File: config.mk
export PLATFORM = sky130hd
export DESIGN_NAME = mem_port_arbiter
export DESIGN_NICKNAME = d
export VERILOG_FILES = /design/src/rtl/mem_arb_pkg.sv /design/src/rtl/rr_arb2.sv /design/src/rtl/mem_port_arbiter.sv
export SDC_FILE = /design/constraint.sdc
export NUM_CORES = 1
export LEC_CHECK = 0
export ABC_AREA = 1
export CAP_MARGIN = 20
export CORE_AREA = 8 8 79 134
export CTS_BUF_LIST = sky130_fd_sc_hd__clkbuf_8 sky130_fd_sc_hd__clkbuf_16
export DETAILED_ROUTE_END_ITERATION = 12
export DIE_AREA = 0 0 87 142
export HOLD_SLACK_MARGIN = 0.1
export PLACE_DENSITY = 0.84
export SLEW_MARGIN = 15
export SYNTH_ARGS = -nofsm -noshare
export SYNTH_HDL_FRONTEND = slang
export SYNTH_HIERARCHICAL = 1
export SYNTH_SLANG_ARGS = --single-unit
export TNS_END_PERCENT = 30
File: constraint.sdc
create_clock -name clk -period 3.85 [get_ports clk]
set_clock_uncertainty 0.05 [all_clocks]
set_input_delay 0.77 -clock clk [delete_from_list [all_inputs] [get_ports clk]]
set_output_delay 0.77 -clock clk [all_outputs]
set_load 0.02 [all_outputs]
File: src/rtl/mem_arb_pkg.sv
// Shared definitions for the fetch/data memory port arbiter: FSM encoding,
// fetch opcode and default geometry.
package mem_arb_pkg;
  typedef enum logic [1:0] {IDLE = 2'd0, BUSY = 2'd1, RESP = 2'd2} state_e;

  localparam logic [5:0] FETCH_OP    = 6'b100011;
  localparam int         DEF_TIMEOUT = 15;
  localparam int         DEF_ADDR_W  = 9;

  // Requester bit positions in the arbiter request/grant vectors
  localparam int D_IDX = 0;
  localparam int F_IDX = 1;
endpackage

File: src/rtl/rr_arb2.sv
// Two-requester round-robin grant. The pointer remembers which port to favour
// next and only moves when the owner signals completion.
module rr_arb2
  import mem_arb_pkg::*;
(
  input  logic       clk,
  input  logic       clr,
  input  logic [1:0] req,
  input  logic       upd,
  input  logic       served_fetch,
  output logic [1:0] gnt
);
  logic prio_d_q, prio_d_d;

  always_comb begin
    gnt        = '0;
    gnt[D_IDX] = req[D_IDX] & (prio_d_q | ~req[F_IDX]);
    gnt[F_IDX] = req[F_IDX] & (~prio_d_q | ~req[D_IDX]);
    prio_d_d   = upd ? served_fetch : prio_d_q;
  end

  always_ff @(posedge clk or negedge clr) begin
    if (!clr) prio_d_q <= 1'b1;
    else      prio_d_q <= prio_d_d;
  end
endmodule

File: src/rtl/mem_port_arbiter.sv
// Shares one RAM between a fetch port and a data port: IDLE grants and latches
// a command, BUSY waits for ram_done (with timeout), RESP pulses the ack.
module mem_port_arbiter
  import mem_arb_pkg::*;
#(
  parameter int TIMEOUT = DEF_TIMEOUT,
  parameter int ADDR_W  = DEF_ADDR_W
) (
  input  logic              clk,
  input  logic              clr,
  input  logic              f_req,
  input  logic [ADDR_W-1:0] f_addr,
  output logic              f_ack,
  input  logic              d_req,
  input  logic [ADDR_W-1:0] d_addr,
  input  logic              d_we,
  input  logic [31:0]       d_wdata,
  input  logic [5:0]        d_op,
  output logic              d_ack,
  output logic [31:0]       rdata,
  output logic              err,
  output logic              ram_en,
  output logic [ADDR_W-1:0] ram_addr,
  output logic              ram_rw,
  output logic [31:0]       ram_wdata,
  output logic [5:0]        ram_op,
  output logic              ram_load_inst,
  input  logic [31:0]       ram_dout,
  input  logic              ram_done
);
  localparam int CNT_W = $clog2(TIMEOUT + 1);

  state_e            state_q, state_d;
  logic [CNT_W-1:0]  cnt_q, cnt_d;
  logic              gnt_f_q, gnt_f_d;
  logic [ADDR_W-1:0] addr_q, addr_d;
  logic              rw_q, rw_d;
  logic [31:0]       wdata_q, wdata_d;
  logic [5:0]        op_q, op_d;
  logic [31:0]       rdata_q, rdata_d;
  logic              err_q, err_d;
  logic [1:0]        gnt;

  rr_arb2 u_arb (
    .clk          (clk),
    .clr          (clr),
    .req          ({f_req, d_req}),
    .upd          (state_q == RESP),
    .served_fetch (gnt_f_q),
    .gnt          (gnt)
  );

  always_comb begin
    state_d = state_q;
    cnt_d   = cnt_q;
    gnt_f_d = gnt_f_q;
    addr_d  = addr_q;
    rw_d    = rw_q;
    wdata_d = wdata_q;
    op_d    = op_q;
    rdata_d = rdata_q;
    err_d   = err_q;
    case (state_q)
      IDLE: if (f_req || d_req) begin
        state_d = BUSY;
        cnt_d   = '0;
        err_d   = 1'b0;
        gnt_f_d = (gnt == 2'b10);
        if (gnt == 2'b10) begin
          addr_d  = f_addr;
          rw_d    = 1'b0;
          wdata_d = '0;
          op_d    = FETCH_OP;
        end else begin
          addr_d  = d_addr;
          rw_d    = d_we;
          wdata_d = d_wdata;
          op_d    = d_op;
        end
      end
      BUSY: begin
        cnt_d = cnt_q + 1'b1;
        // A completion in the final allowed cycle still counts as success
        if (ram_done) begin
          state_d = RESP;
          if (!rw_q) rdata_d = ram_dout;
        end else if (cnt_q == CNT_W'(TIMEOUT - 1)) begin
          state_d = RESP;
          err_d   = 1'b1;
        end
      end
      RESP:    state_d = IDLE;
      default: state_d = IDLE;
    endcase
  end

  always_ff @(posedge clk or negedge clr) begin
    if (!clr) begin
      state_q <= IDLE;
      cnt_q   <= '0;
      gnt_f_q <= 1'b0;
      addr_q  <= '0;
      rw_q    <= 1'b0;
      wdata_q <= '0;
      op_q    <= '0;
      rdata_q <= '0;
      err_q   <= 1'b0;
    end else begin
      state_q <= state_d;
      cnt_q   <= cnt_d;
      gnt_f_q <= gnt_f_d;
      addr_q  <= addr_d;
      rw_q    <= rw_d;
      wdata_q <= wdata_d;
      op_q    <= op_d;
      rdata_q <= rdata_d;
      err_q   <= err_d;
    end
  end

  assign ram_en        = (state_q == BUSY);
  assign f_ack         = (state_q == RESP) &  gnt_f_q;
  assign d_ack         = (state_q == RESP) & ~gnt_f_q;
  assign err           = (state_q == RESP) &  err_q;
  assign ram_load_inst = (state_q != IDLE) &  gnt_f_q;
  assign ram_addr      = addr_q;
  assign ram_rw        = rw_q;
  assign ram_wdata     = wdata_q;
  assign ram_op        = op_q;
  assign rdata         = rdata_q;
endmodule

==> results of run 1 <==
[per-layer routing]
metal  share of wire (%)  track usage [%]
met2                  52            31.46
met3                 7.8            5.379
met1                  38            19.85
met4                 2.8            8.219
met5                   0                0
[final cells by class]
class                      count  share of cell area [%]
clock buffer                  10                   4.105
clock inverter                 6                  0.9241
inverter                      10                  0.6447
multi-input combinational    299                   22.46
sequential                    89                   38.28
tap                          120                   2.579
timing repair buffer         181                   31.01
[state kept, by name (all words and copies together), names as in the netlist]
register,count
cnt_q,4
err_q,1
gnt_f_q,1
ram_addr,9
ram_op,6
ram_rw,1
ram_wdata,32
rdata,32
state_q,2
u_arb/prio_d_q,1
[kinds of logic after synthesis]
logic type	Yosys count	share of synthesized area, %
compound gates	24	3.926
xor+xnor	1	0.2329
fa+ha+maj	2	0.6652
buf+inv	33	5.988
flops	89	59.25
simple gates	272	29.94
[per-stage QoR]
stage | power [W] | utilization, % | instance area [µm²]
6_report | 0.004811 | 66.11 | 5822
5_1_grt | 0.005128 | 66.11 | 5822
4_1_cts | 0.004871 | 66.07 | 5818
3_5_place_dp | 0.004008 | 62.75 | 5525
3_3_place_gp | 0.003932 | 62.75 | 5525
2_1_floorplan | 0.002929 | - | 3761
[worst max-delay path, delay by kind of cell (launching register included)]
kind / cells / cell delay, ns
AND/OR/NAND/NOR: 2 / 0.31
buffers and inverters: 3 / 0.82
flip-flops: 1 / 0.40
[synth_stat cells]
| master | instances | area share, % |
|---|---|---|
| o21ai_2 | 1 | 0.23 |
| nand2_1 | 200 | 20 |
| dfrtp_1 | 88 | 59 |
| buf_2 | 2 | 0.27 |
| o21ai_1 | 2 | 0.27 |
| nor2_1 | 19 | 1.9 |
| nand2_2 | 2 | 0.33 |
| inv_2 | 2 | 0.20 |
| buf_1 | 1 | 0.10 |
| nor3b_1 | 1 | 0.20 |
| nand3_1 | 37 | 4.9 |
| a21oi_2 | 1 | 0.23 |
| clkbuf_1 | 2 | 0.20 |
| clkbuf_2 | 1 | 0.13 |
| buf_4 | 8 | 1.6 |
| a21boi_2 | 1 | 0.30 |
| inv_1 | 8 | 0.80 |
| nor2_4 | 3 | 0.90 |
| buf_6 | 9 | 2.7 |
| o21ai_0 | 14 | 1.9 |
| nor2_8 | 1 | 0.53 |
| o21bai_1 | 1 | 0.20 |
| a21oi_1 | 3 | 0.40 |
| nor3_1 | 9 | 1.2 |
| xnor2_1 | 1 | 0.23 |
| dfstp_2 | 1 | 0.70 |
| o21ai_4 | 1 | 0.43 |
| ha_1 | 2 | 0.67 |
[power by group through the flow]
stage                     clock, W  combinational (W)  sequential, W
after detailed placement         0            0.00239        0.00162
final                     0.000850            0.00235        0.00161
after global routing      0.000906            0.00256        0.00166
after global placement           0            0.00233        0.00161
after CTS                 0.000868            0.00239        0.00161
after floorplan                  0           0.000859        0.00207
[final timing paths]
kind	from	end	slack [ns]	depth (start not counted)
worst max-delay path	state_q[1]	d_ack	1.18	5
worst min-delay path	rdata[0]	rdata[0]	0.42	2
worst max register to register	state_q[1]	rdata[13]	1.58	6
worst min register to register	rdata[0]	rdata[0]	0.42	2
max in group asynchronous	clr	ram_wdata[1]	2.75	1
min in group asynchronous	clr	rdata[18]	0.44	1
==> flow_metrics.tcl, run 1 <==
set metrics [dict create \
    fin_cells 715 \
    placementRows 46 \
    clkTransAtPathRegs_ns 0.05 \
    holdWs_ns 0.4229 \
    syn_area_per_cell_um2 8.934 \
    fin_crit_ns 2.674 \
    cp_max_fo 3 \
    grt_overflow 0 \
    crit_type "flip-flop to primary output" \
    crit_path_end_kind "primary output" \
    clockPowerShare_pct 17.7 \
    dr.first_iter.drc_count 117 \
    grt_pass1_vias 3559 \
    yosysWarnings 6 \
    arrival_ns 1.85 \
    p_sw_w 0.001910 \
    ys_seq_area_share_pct 59.25 \
    fp.dieW_um 87 \
    clkSinkCount 89 \
    rsz0062_at_grt "false" \
    cts-root-buf "clkbuf_16" \
    slowest_delay_ns 0.61 \
    cts_hold_buf 0 \
    sw_frac_of_total_pct 39.69 \
    n_antenna_cell 0 \
    ant_nets 0 \
    synth-seq-cells 89 \
    multi_input_area_um2 1308 \
    hp-class "flip-flop to flip-flop" \
    syn-instance-count 421 \
    setup_slack_ns 1.176 \
    numPortBuffers 178 \
    clk_path_buf_depth 2 \
    drv_slew 0 \
    final_nets 686 \
    cts_tree "done" \
    fmax_mhz 374.0 \
    outcome "complete, no violations" \
    fin_crit_sh_pct 69.44 \
    grt_max_degree 90 \
    drt_first_pass_iters 4 \
    final_cell_mix "nand2_1 (200), clkdlybuf4s50_1 (177), dfrtp_1 (88)" \
    fin_setup_tns_ns 0 \
    routed_wl_um 10980 \
    h-tree-depth 3 \
    drc 0 \
    antenna_found_initial 0 \
    place_congestion 0.7879 \
    synth_cell_types 28 \
    layout_commonest_cell "nand2_1" \
    area_growth_pct 54.79 \
    numCtsBuffers 9 \
    die_area_um2 12350 \
    p_int_w 0.002901 \
    slowest_stage "clkdlybuf4s50_1" \
    core-area_um2 8806 \
    cts_resized 0 \
    fp.dieH_um 142 \
    pre_cts_ws_ns 0.8983 \
    post_cts_buffers 0 \
    layout-drive-gt1-share_pct 5.042 \
    initial_core_util_pct 42.71 \
    leakage_nw 2.796 \
    cp-start-kind "flip-flop" \
    final-seq-area_um2 2228 \
    finalHoldViolations 0 \
    clk_latency_ns 0.33 \
    p_seq_share_pct 33.4 \
    wl_per_cell_um 15.36 \
    critPathRequiredTime_ns 3.03 \
    num-fill-cells 717 \
    slew_headroom_pct 34.04 \
    power.density_nw_per_um2 826.4 \
    synth_fp_nets 517 \
    ir_worst_vdd_v 0.0004442 \
    combPwrFrac_pct 48.9 \
    final-setup-viol-count 0 \
    tightest_slew_ns 0.9863 \
    maxCapViolCount 0 \
    path_cells "inv_1 > nor2_1 > inv_1 > nor2_1 > clkdlybuf4s50_1" \
    grt_pass1_wl_um 17640 \
    dp_hpwl_um 8328 \
    syn_area_um2 3761 \
    dr_total_vias 3407 \
    ios 179 \
    grt.total_usage_pct 18.22 \
    placed_cells 699 \
    viasPerCell 4.765 \
]
(Power assumes the default switching activity.)
==> inputs of run 2 (changes only) <==
--- a/config.mk
+++ b/config.mk
@@ -7,12 +7,12 @@
 export LEC_CHECK = 0
 export ABC_AREA = 1
 export CAP_MARGIN = 20
-export CORE_AREA = 8 8 79 134
+export CORE_AREA = 8 8 86 145
 export CTS_BUF_LIST = sky130_fd_sc_hd__clkbuf_8 sky130_fd_sc_hd__clkbuf_16
 export DETAILED_ROUTE_END_ITERATION = 12
-export DIE_AREA = 0 0 87 142
+export DIE_AREA = 0 0 94 153
 export HOLD_SLACK_MARGIN = 0.1
-export PLACE_DENSITY = 0.84
+export PLACE_DENSITY = 0.75
 export SLEW_MARGIN = 15
 export SYNTH_ARGS = -nofsm -noshare
 export SYNTH_HDL_FRONTEND = slang
==> constraint.sdc (replaced) <==
create_clock -name clk -period 2.4 [get_ports clk]
set_clock_uncertainty 0.05 [all_clocks]
set_input_delay 0.48 -clock clk [delete_from_list [all_inputs] [get_ports clk]]
set_output_delay 0.48 -clock clk [all_outputs]
set_load 0.02 [all_outputs]
==> flow_metrics.tcl, run 2 (synthesis results as in run 1) <==
set metrics [dict create \
    outcome "complete, no violations" \
    dr_total_vias 3382 \
    antenna_found_initial 0 \
    grt_overflow 0 \
    slew_headroom_pct 61.09 \
    tightest_slew_ns 0.5816 \
    clk_path_buf_depth 2 \
    slowest_delay_ns 0.39 \
    power.density_nw_per_um2 1339 \
    fin_cells 731 \
    arrival_ns 1.61 \
    fin_crit_sh_pct 89.00 \
    r2r-start "state_q[1]" \
    cts_hold_buf 0 \
    cts-root-buf "clkbuf_16" \
    placementRows 50 \
    slowest_stage "dfrtp_1" \
    fin_setup_tns_ns 0 \
    grt_pass1_wl_um 18250 \
    num-fill-cells 968 \
    rsz0062_at_grt "false" \
    critPathRequiredTime_ns 1.87 \
    die_area_um2 14380 \
    clkSinkCount 89 \
    crit_type "flip-flop to primary output" \
    numCtsBuffers 9 \
    fin_crit_ns 2.136 \
    cp-start-kind "flip-flop" \
    reg2reg_to "rdata[28]" \
    ant_nets 0 \
    n_antenna_cell 0 \
    fp.dieH_um 153 \
    cts_tree "done" \
    place_congestion 0.7491 \
    path_cells "inv_1 > nor2_1 > inv_1 > nor2_1 > dlygate4sd2_1" \
    cp_max_fo 3 \
    post_cts_buffers 0 \
    grt_pass1_vias 3681 \
    fmax_mhz 468.1 \
    ios 179 \
    final_cell_mix "nand2_1 (200), clkdlybuf4s50_1 (173), dfrtp_1 (88)" \
    hp-class "input pin to asynchronous set/reset pin" \
    maxCapViolCount 0 \
    placed_cells 715 \
    h-tree-depth 3 \
    route.met3.wl_um 928 \
    r2r_slack_ns 0.48 \
    layout-drive-gt1-share_pct 6.323 \
    top_layer_used "met4" \
    dp_hpwl_um 8724 \
    numPortBuffers 178 \
    grt_max_degree 47 \
    drt-met1-wl_um 4500 \
    clkTransAtPathRegs_ns 0.06 \
    ir_worst_vdd_v 0.0005868 \
    core-area_um2 10510 \
    reg2regPathDepth 6 \
    wl_per_cell_um 15.78 \
    fp.dieW_um 94 \
    leakage_nw 2.861 \
    drv_slew 0 \
    area_growth_pct 56.95 \
    viasPerCell 4.627 \
    crit_path_end_kind "primary output" \
    routed_wl_um 11540 \
    final_nets 692 \
    initial_core_util_pct 35.79 \
    grt.total_usage_pct 16.00 \
    clk_latency_ns 0.33 \
    wl_met2_um 5789 \
    drc 0 \
    finalHoldViolations 0 \
    drt_first_pass_iters 5 \
    dr.first_iter.drc_count 92 \
    layout_commonest_cell "nand2_1" \
    final-setup-viol-count 0 \
]
[run 2: changes by cell type in the layout (fill, tap and decap cells not counted)]
cell             previous run  this run
buf_4                       3        10
clkdlybuf4s50_1           177       173
dlygate4sd2_1               0         3
inv_1                      11         9
buf_6                       1         0
bufinv_16                   1         2
clkinv_2                    1         2
clkinv_4                    0         1
clkinvlp_4                  1         0
dlymetal6s2s_1              0         1
[run 2: through the flow]
stage | cell area (µm²) | power (W) | hold WS [ns] | util (%) | setup slack, ns
after floorplan | 3761 | 0.004699 | 0.1344 | - | 0.8842
after global placement | 5583 | 0.006373 | 0.4038 | 53.12 | 0.2844
after detailed placement | 5583 | 0.006476 | 0.4071 | 53.12 | 0.2272
after CTS | 5901 | 0.008020 | 0.1119 | 56.14 | 0.04753
after global routing | 5903 | 0.008416 | 0.1473 | 56.17 | 0.1464
final | 5903 | 0.007907 | 0.08634 | 56.17 | 0.2639
[run 2: worst max-delay path by stage]
| stage | from | to | slack (ns) | cells past startpoint |
|---|---|---|---|---|
| 2_1_floorplan | state_q[1] | d_ack | 0.88 | 4 |
| 3_3_place_gp | f_req | ram_wdata[16] | 0.28 | 7 |
| 3_5_place_dp | f_req | ram_wdata[24] | 0.23 | 7 |
| 4_1_cts | state_q[1] | ram_en | 0.05 | 4 |
| 5_1_grt | state_q[1] | f_ack | 0.15 | 5 |
| 6_report | state_q[1] | d_ack | 0.26 | 5 |
[run 2: area by class of cell]
cell class	count	area, µm²	area share (%)
clock buffers	10	239.0	4.048
clock inverters	6	82.58	1.399
inverters	10	37.54	0.6359
multi-input cells	299	1308	22.15
flip-flops and latches	89	2228	37.75
well taps	130	162.7	2.755
repair buffers	187	1846	31.26
[run 2: report_power, final]
group	total [W]	switching, W	internal, W
combinational	0.00382	0.00216	0.00167
clock	0.00150	0.000566	0.000935
sequential	0.00258	0.000396	0.00219
[run 2: worst max-delay path: cells and delay by family (launching register included)]
kind / cells / cell delay (ns)
DFF: 1 / 0.39
buffers and inverters: 3 / 0.56
and+or+nand+nor: 2 / 0.33
[run 2: per-layer routing]
metal	global-route usage [%]	vias up
met5	0	-
met4	7.452	0
met3	5.002	21
met2	27.59	132
met1	17.01	1561
li1	-	1668
[run 2: what timing repair did]
action	4_1_cts	5_1_grt
pin swaps	0	0
gates resized for setup	3	1
endpoints found under the setup margin	3	1
==> inputs of run 3 (changes only) <==
--- a/config.mk
+++ b/config.mk
@@ -7,12 +7,12 @@
 export LEC_CHECK = 0
 export ABC_AREA = 1
 export CAP_MARGIN = 20
-export CORE_AREA = 8 8 86 145
+export CORE_AREA = 8 8 94 160
 export CTS_BUF_LIST = sky130_fd_sc_hd__clkbuf_8 sky130_fd_sc_hd__clkbuf_16
 export DETAILED_ROUTE_END_ITERATION = 12
-export DIE_AREA = 0 0 94 153
+export DIE_AREA = 0 0 102 168
 export HOLD_SLACK_MARGIN = 0.1
-export PLACE_DENSITY = 0.75
+export RECOVER_POWER = 100
 export SLEW_MARGIN = 15
 export SYNTH_ARGS = -nofsm -noshare
 export SYNTH_HDL_FRONTEND = slang
==> flow_metrics.tcl, run 3 (synthesis results as in run 1) <==
set metrics [dict create \
    clockPowerShare_pct 18.8 \
    sw_frac_of_total_pct 40.78 \
    fmax_mhz 458.8 \
    layout_commonest_cell "nand2_1" \
    die_area_um2 17140 \
    final-seq-area_um2 2228 \
    layout-drive-gt1-share_pct 5.491 \
    wl_per_cell_um 15.09 \
    clk_latency_ns 0.33 \
    ant_nets 0 \
    n_antenna_cell 0 \
    maxCapViolCount 0 \
    critPathRequiredTime_ns 2.56 \
    slowest_stage "o21ai_1" \
    cp_max_fo 12 \
    r2r_slack_ns 0.36 \
    fin_crit_sh_pct 90.82 \
    multi_input_area_um2 1280 \
    final_nets 692 \
    placementRows 55 \
    core-area_um2 12800 \
    drc 0 \
    viasPerCell 4.343 \
    grt_max_degree 47 \
    final-setup-viol-count 0 \
    hp-class "input pin to asynchronous set/reset pin" \
    place_congestion 0.7700 \
    cp-start-kind "input pin" \
    drv_slew 0 \
    p_int_w 0.004459 \
    antenna_found_initial 0 \
    grt.total_usage_pct 14.12 \
    finalInstanceArea_um2 5907 \
    fp.dieW_um 102 \
    outcome "complete, no violations" \
    crit_type "input pin to flip-flop" \
    postPlaceCellArea_um2 5659 \
    power.density_nw_per_um2 1275 \
    numCtsBuffers 9 \
    final_cell_mix "nand2_1 (202), clkdlybuf4s50_1 (92), dfrtp_1 (88)" \
    cts_tree "done" \
    slowest_delay_ns 0.84 \
    arrival_ns 2.34 \
    ir_worst_vdd_v 0.0006520 \
    dr_total_vias 3353 \
    grt_pass1_wl_um 18920 \
    grt_overflow 0 \
    drt_first_pass_iters 4 \
    fp.dieH_um 168 \
    h-tree-depth 3 \
    numPortBuffers 178 \
    leakage_nw 2.943 \
    grt_pass1_vias 3600 \
    clkSinkCount 89 \
    path_cells "clkdlybuf4s50_1 > o21ai_1 > buf_4 > nor2_1 > o21ai_0 > nand2_1" \
    finalHoldViolations 0 \
    initial_core_util_pct 29.38 \
    fin_crit_ns 2.180 \
    crit_path_end_kind "flip-flop" \
    ios 179 \
    routed_wl_um 11650 \
    area_growth_pct 57.05 \
    clkTransAtPathRegs_ns 0.06 \
    tightest_slew_ns 1.124 \
    combPwrFrac_pct 47.6 \
    cts-root-buf "clkbuf_16" \
    dr.first_iter.drc_count 104 \
    dp_hpwl_um 8971 \
    p_seq_share_pct 33.7 \
    num-fill-cells 1269 \
    p_sw_w 0.003071 \
    fin_setup_tns_ns 0 \
    slew_headroom_pct 25.07 \
    rsz0062_at_grt "false" \
    cts_hold_buf 0 \
    clk_path_buf_depth 2 \
]
[run 3: changes by cell type in the layout (fill, tap and decap cells not counted), moves of 2 or more]
cell	before	now
nand2_2	2	0
clkbuf_1	0	2
o21ai_0	14	16
buf_4	10	6
clkdlybuf4s50_1	173	92
dlygate4sd3_1	0	81
nand2_1	200	202
[run 3: layer usage]
metal	up-vias	wire (µm)	track usage (%)
met1	1541	4363	15.04
li1	1668	-	-
met4	0	198	4.820
met5	-	0	0
met2	131	5991	24.68
met3	13	1098	5.081
[run 3: repair_timing]
item / CTS / global route
buffers inserted: 0 / 0
pin swaps: 0 / 0
setup endpoints to repair: 3 / 1
resized for setup: 3 / 1
[run 3: final timing paths]
kind,startpoint,to,cells past startpoint
setup / recovery,d_req,ram_addr[5],6
hold / removal,clr,rdata[8],1
setup reg to reg,state_q[1],rdata[27],6
hold reg to reg,rdata[12],rdata[12],2
max in group asynchronous,clr,ram_wdata[29],2
min in group clk,rdata[12],rdata[12],2
[run 3: critical path: cells and delay by family]
family | cells | cell delay, ns
simple gates | 2 | 0.14
compound gates | 2 | 0.94
buf+inv | 2 | 0.78
[run 3: final cells by class]
cell class	count	area share, %
Tap cell	171	3.622
Clock inverter	6	1.101
Clock buffer	10	4.046
Sequential cell	89	37.73
Inverter	10	0.6355
Multi-Input combinational cell	299	21.67
Timing Repair Buffer	187	31.20
[run 3: power by group through the flow]
stage                     sequential (W)  clock, W  combinational, W
after floorplan                  0.00332         0           0.00138
after global placement           0.00258         0           0.00389
after detailed placement         0.00259         0           0.00394
after CTS                        0.00258   0.00147           0.00394
after global routing             0.00263   0.00154           0.00395
final                            0.00254   0.00141           0.00358
[run 3: through the flow]
stage               util, %  power [W]  hold slack, ns  setup WS (ns)  instances
finish                46.15   0.007530          0.3084         0.2202        772
global route          46.15   0.008118          0.4057        0.06769        772
CTS                   46.56   0.007988          0.1286        0.07810        772
detailed placement    44.21   0.006532          0.4083         0.2201        756
global placement      44.21   0.006468          0.4045         0.2623        756
floorplan                 -   0.004699          0.1344         0.8842        421
==> RTL change, RTL diff (flow settings as in run 2) <==
`DEF_ADDR_W`: 9 -> 10.
--- a/src/rtl/mem_arb_pkg.sv
+++ b/src/rtl/mem_arb_pkg.sv
@@ -7,3 +7,3 @@
   localparam int         DEF_TIMEOUT = 15;
-  localparam int         DEF_ADDR_W  = 9;
+  localparam int         DEF_ADDR_W  = 10;
 
Interface: changed (resized d_addr, f_addr and ram_addr); port bits go from 179 to 182. The function was not compared with the original's and may differ.
==> RTL change against run 2 <==
- global-route usage decreased by 0.16 points
- critical path depth decreased by 1
- count of clock-buffer cells in the layout decreased by 1
- routed wire length decreased by 1.5%
- die area unchanged
- total power decreased by 0.68%
- non-clock buffer count increased by 5
- hold slack improved by 0.031 ns
- sequential share of layout area about the same
- sequential cell count increased by 1
- core utilization increased by 0.65 points
- area after synthesis decreased by 1.5%
- final area increased by 1.2%
- setup slack improved by 0.011 ns
- critical endpoint is now ram_en
==> RTL change: results (changes against run 2) <==
Clocking
  – H-tree levels: 3 (unchanged)
  – Setup repair bufs after CTS: 0 (unchanged)
  – Num CTS Buffers: 9 (unchanged)
  – Clk_lat worst skew: 0.33 ns (about the same)
  – Clock root buffer: clkbuf_16
  – Resized Gates After CTS: 0 (-3)
  – Clock tree buffer depth: 2 (unchanged)

Setup path
  – Critical R2R Launch: u_arb/prio_d_q$_DFFE_PN1P_
  – Worst r2r dst: ram_wdata[17]$_DFFE_PN0P_
  – Largest fanout on the critical path: 4 (+1)
  – CP peak stage delay: 0.64 ns (+0.25 ns)
  – Slowest CP cell: clkdlybuf4s50_1
  – Crit path max-delay family: buffers and inverters
  – CP Capture Point: ram_en
  – Worst Setup SP: state_q[1]$_DFFE_PN0P_
  – Reg2reg setup slack: 0.59 ns (+0.11 ns)

Final layout
  – Non-Filler Instances: 742 (+1.5%)
  – Antenna cells: 0 (unchanged)
  – Comb_multi_in: 304 (+1.7%)
  – Nonclk buf count: 192 (+2.7%)
  – Seq Cell Count: 90 (+1.1%)
  – Fill cells: 949 (-2.0%)
  – Fraction of area in multi-input gates: 0.2173 (-0.004229)
  – Clock buffers and inverters, area share: 0.04965 (-0.004818)
  – Layout cell share with drive strength beyond 1: 0.05882 (-0.004404)
  – Buffer share of cell area: 0.3222 (+0.009597)
  – Nets: 705 (+1.9%)
  – Register fraction of the total cell area: 0.3773 (about the same)

Global routing
  – Number of global-route vias before repair: 3619 (-1.7%)
  – First-pass GRT wire length: 17870 um (-2.1%)
  – Tot GR Track Use: 0.1584 (-0.001594)
  – Largest net degree at the start of global routing: 91 (+94%)

Pwr
  – Switching part of the total: 0.3967 (+0.002475)
  – LEAKAGE: 2.911 nW (+1.8%)
  – Worst ir drop on vdd: 0.0005769 V (-1.7%)

Logic synthesis
  – Commonest cells post-synth: nand2_1, dfrtp_1, nand3_1
  – Netlist cell types: 23 (-18%)
  – Yosys warns: 6 (unchanged)
  – Post-synthesis sequential area ratio: 0.6080 (+0.01555)
  – Syn Nets: 526 (+1.7%)
  – Ys async rst share: 1.000 (unchanged)
  – Post-Synthesis Cells: 428 (+1.7%)
  – Top cells by area, synth: dfrtp_1, nand2_1, nand3_1, o21ai_0, nor2_1

STA
  – Slew HR: 0.4590 (-0.1519)

Detailed routing
  – DR WL/cell: 15.32 um (-2.9%)
  – Drt first pass iters: 4 (-1)
  – Post-DR vias/cell: 4.635 (+0.18%)
  – Initial DRC count: 74 (-20%)

Placed design
  – DP Wirelength: 8645 um (-0.91%)
  – GPL Wtd Cong: 0.7774 (+3.8%)
  – IO buf count: 181 (+1.7%)
  – Inst Count DP: 726 (+1.5%)

Hold path
  – Worst hold-check path type: in -> async

Status
  – Status: completed
[RTL change: logic make-up (layout without fill, tap and decap cells)]
family,Yosys count,in the layout,share of synthesized area
compound gates,25,25,0.03916
flops,90,90,0.6080
buf+inv,34,218,0.04389
xor+xnor,1,1,0.002364
simple gates,276,276,0.2998
fa+ha+maj,2,2,0.006751
[RTL change: power groups by stage]
stage / clock network, W / registers (W) / logic, W
after global routing: 0.00147 / 0.00268 / 0.00421
after global placement: 0 / 0.00259 / 0.00387
final: 0.00137 / 0.00260 / 0.00389
after detailed placement: 0 / 0.00262 / 0.00394
after floorplan: 0 / 0.00335 / 0.00126
after CTS: 0.00141 / 0.00260 / 0.00395
[RTL change: per-layer routing]
metal / routed length (um) / part of all wire / up-vias / global-route usage
met3: 659 / 0.058 / 27 / 0.03629
met4: 489 / 0.043 / 0 / 0.09886
met2: 5942 / 0.52 / 113 / 0.2769
met1: 4275 / 0.38 / 1609 / 0.1631
met5: 0 / 0 / - / 0
li1: - / - / 1690 / -
[RTL change: per-stage QoR]
| stage | hold WS, ns | total power, W | instance area, um2 | utilization | setup slack, ns |
|---|---|---|---|---|---|
| floorplan | 0.1344 | 0.004610 | 3706 | - | 0.9214 |
| global placement | 0.4048 | 0.006459 | 5668 | 0.5393 | 0.1154 |
| detailed placement | 0.4075 | 0.006558 | 5668 | 0.5393 | 0.04515 |
| CTS | 0.1491 | 0.007968 | 5964 | 0.5675 | 0.02623 |
| global route | 0.1595 | 0.008366 | 5972 | 0.5682 | 0.1543 |
| finish | 0.1174 | 0.007853 | 5972 | 0.5682 | 0.2752 |
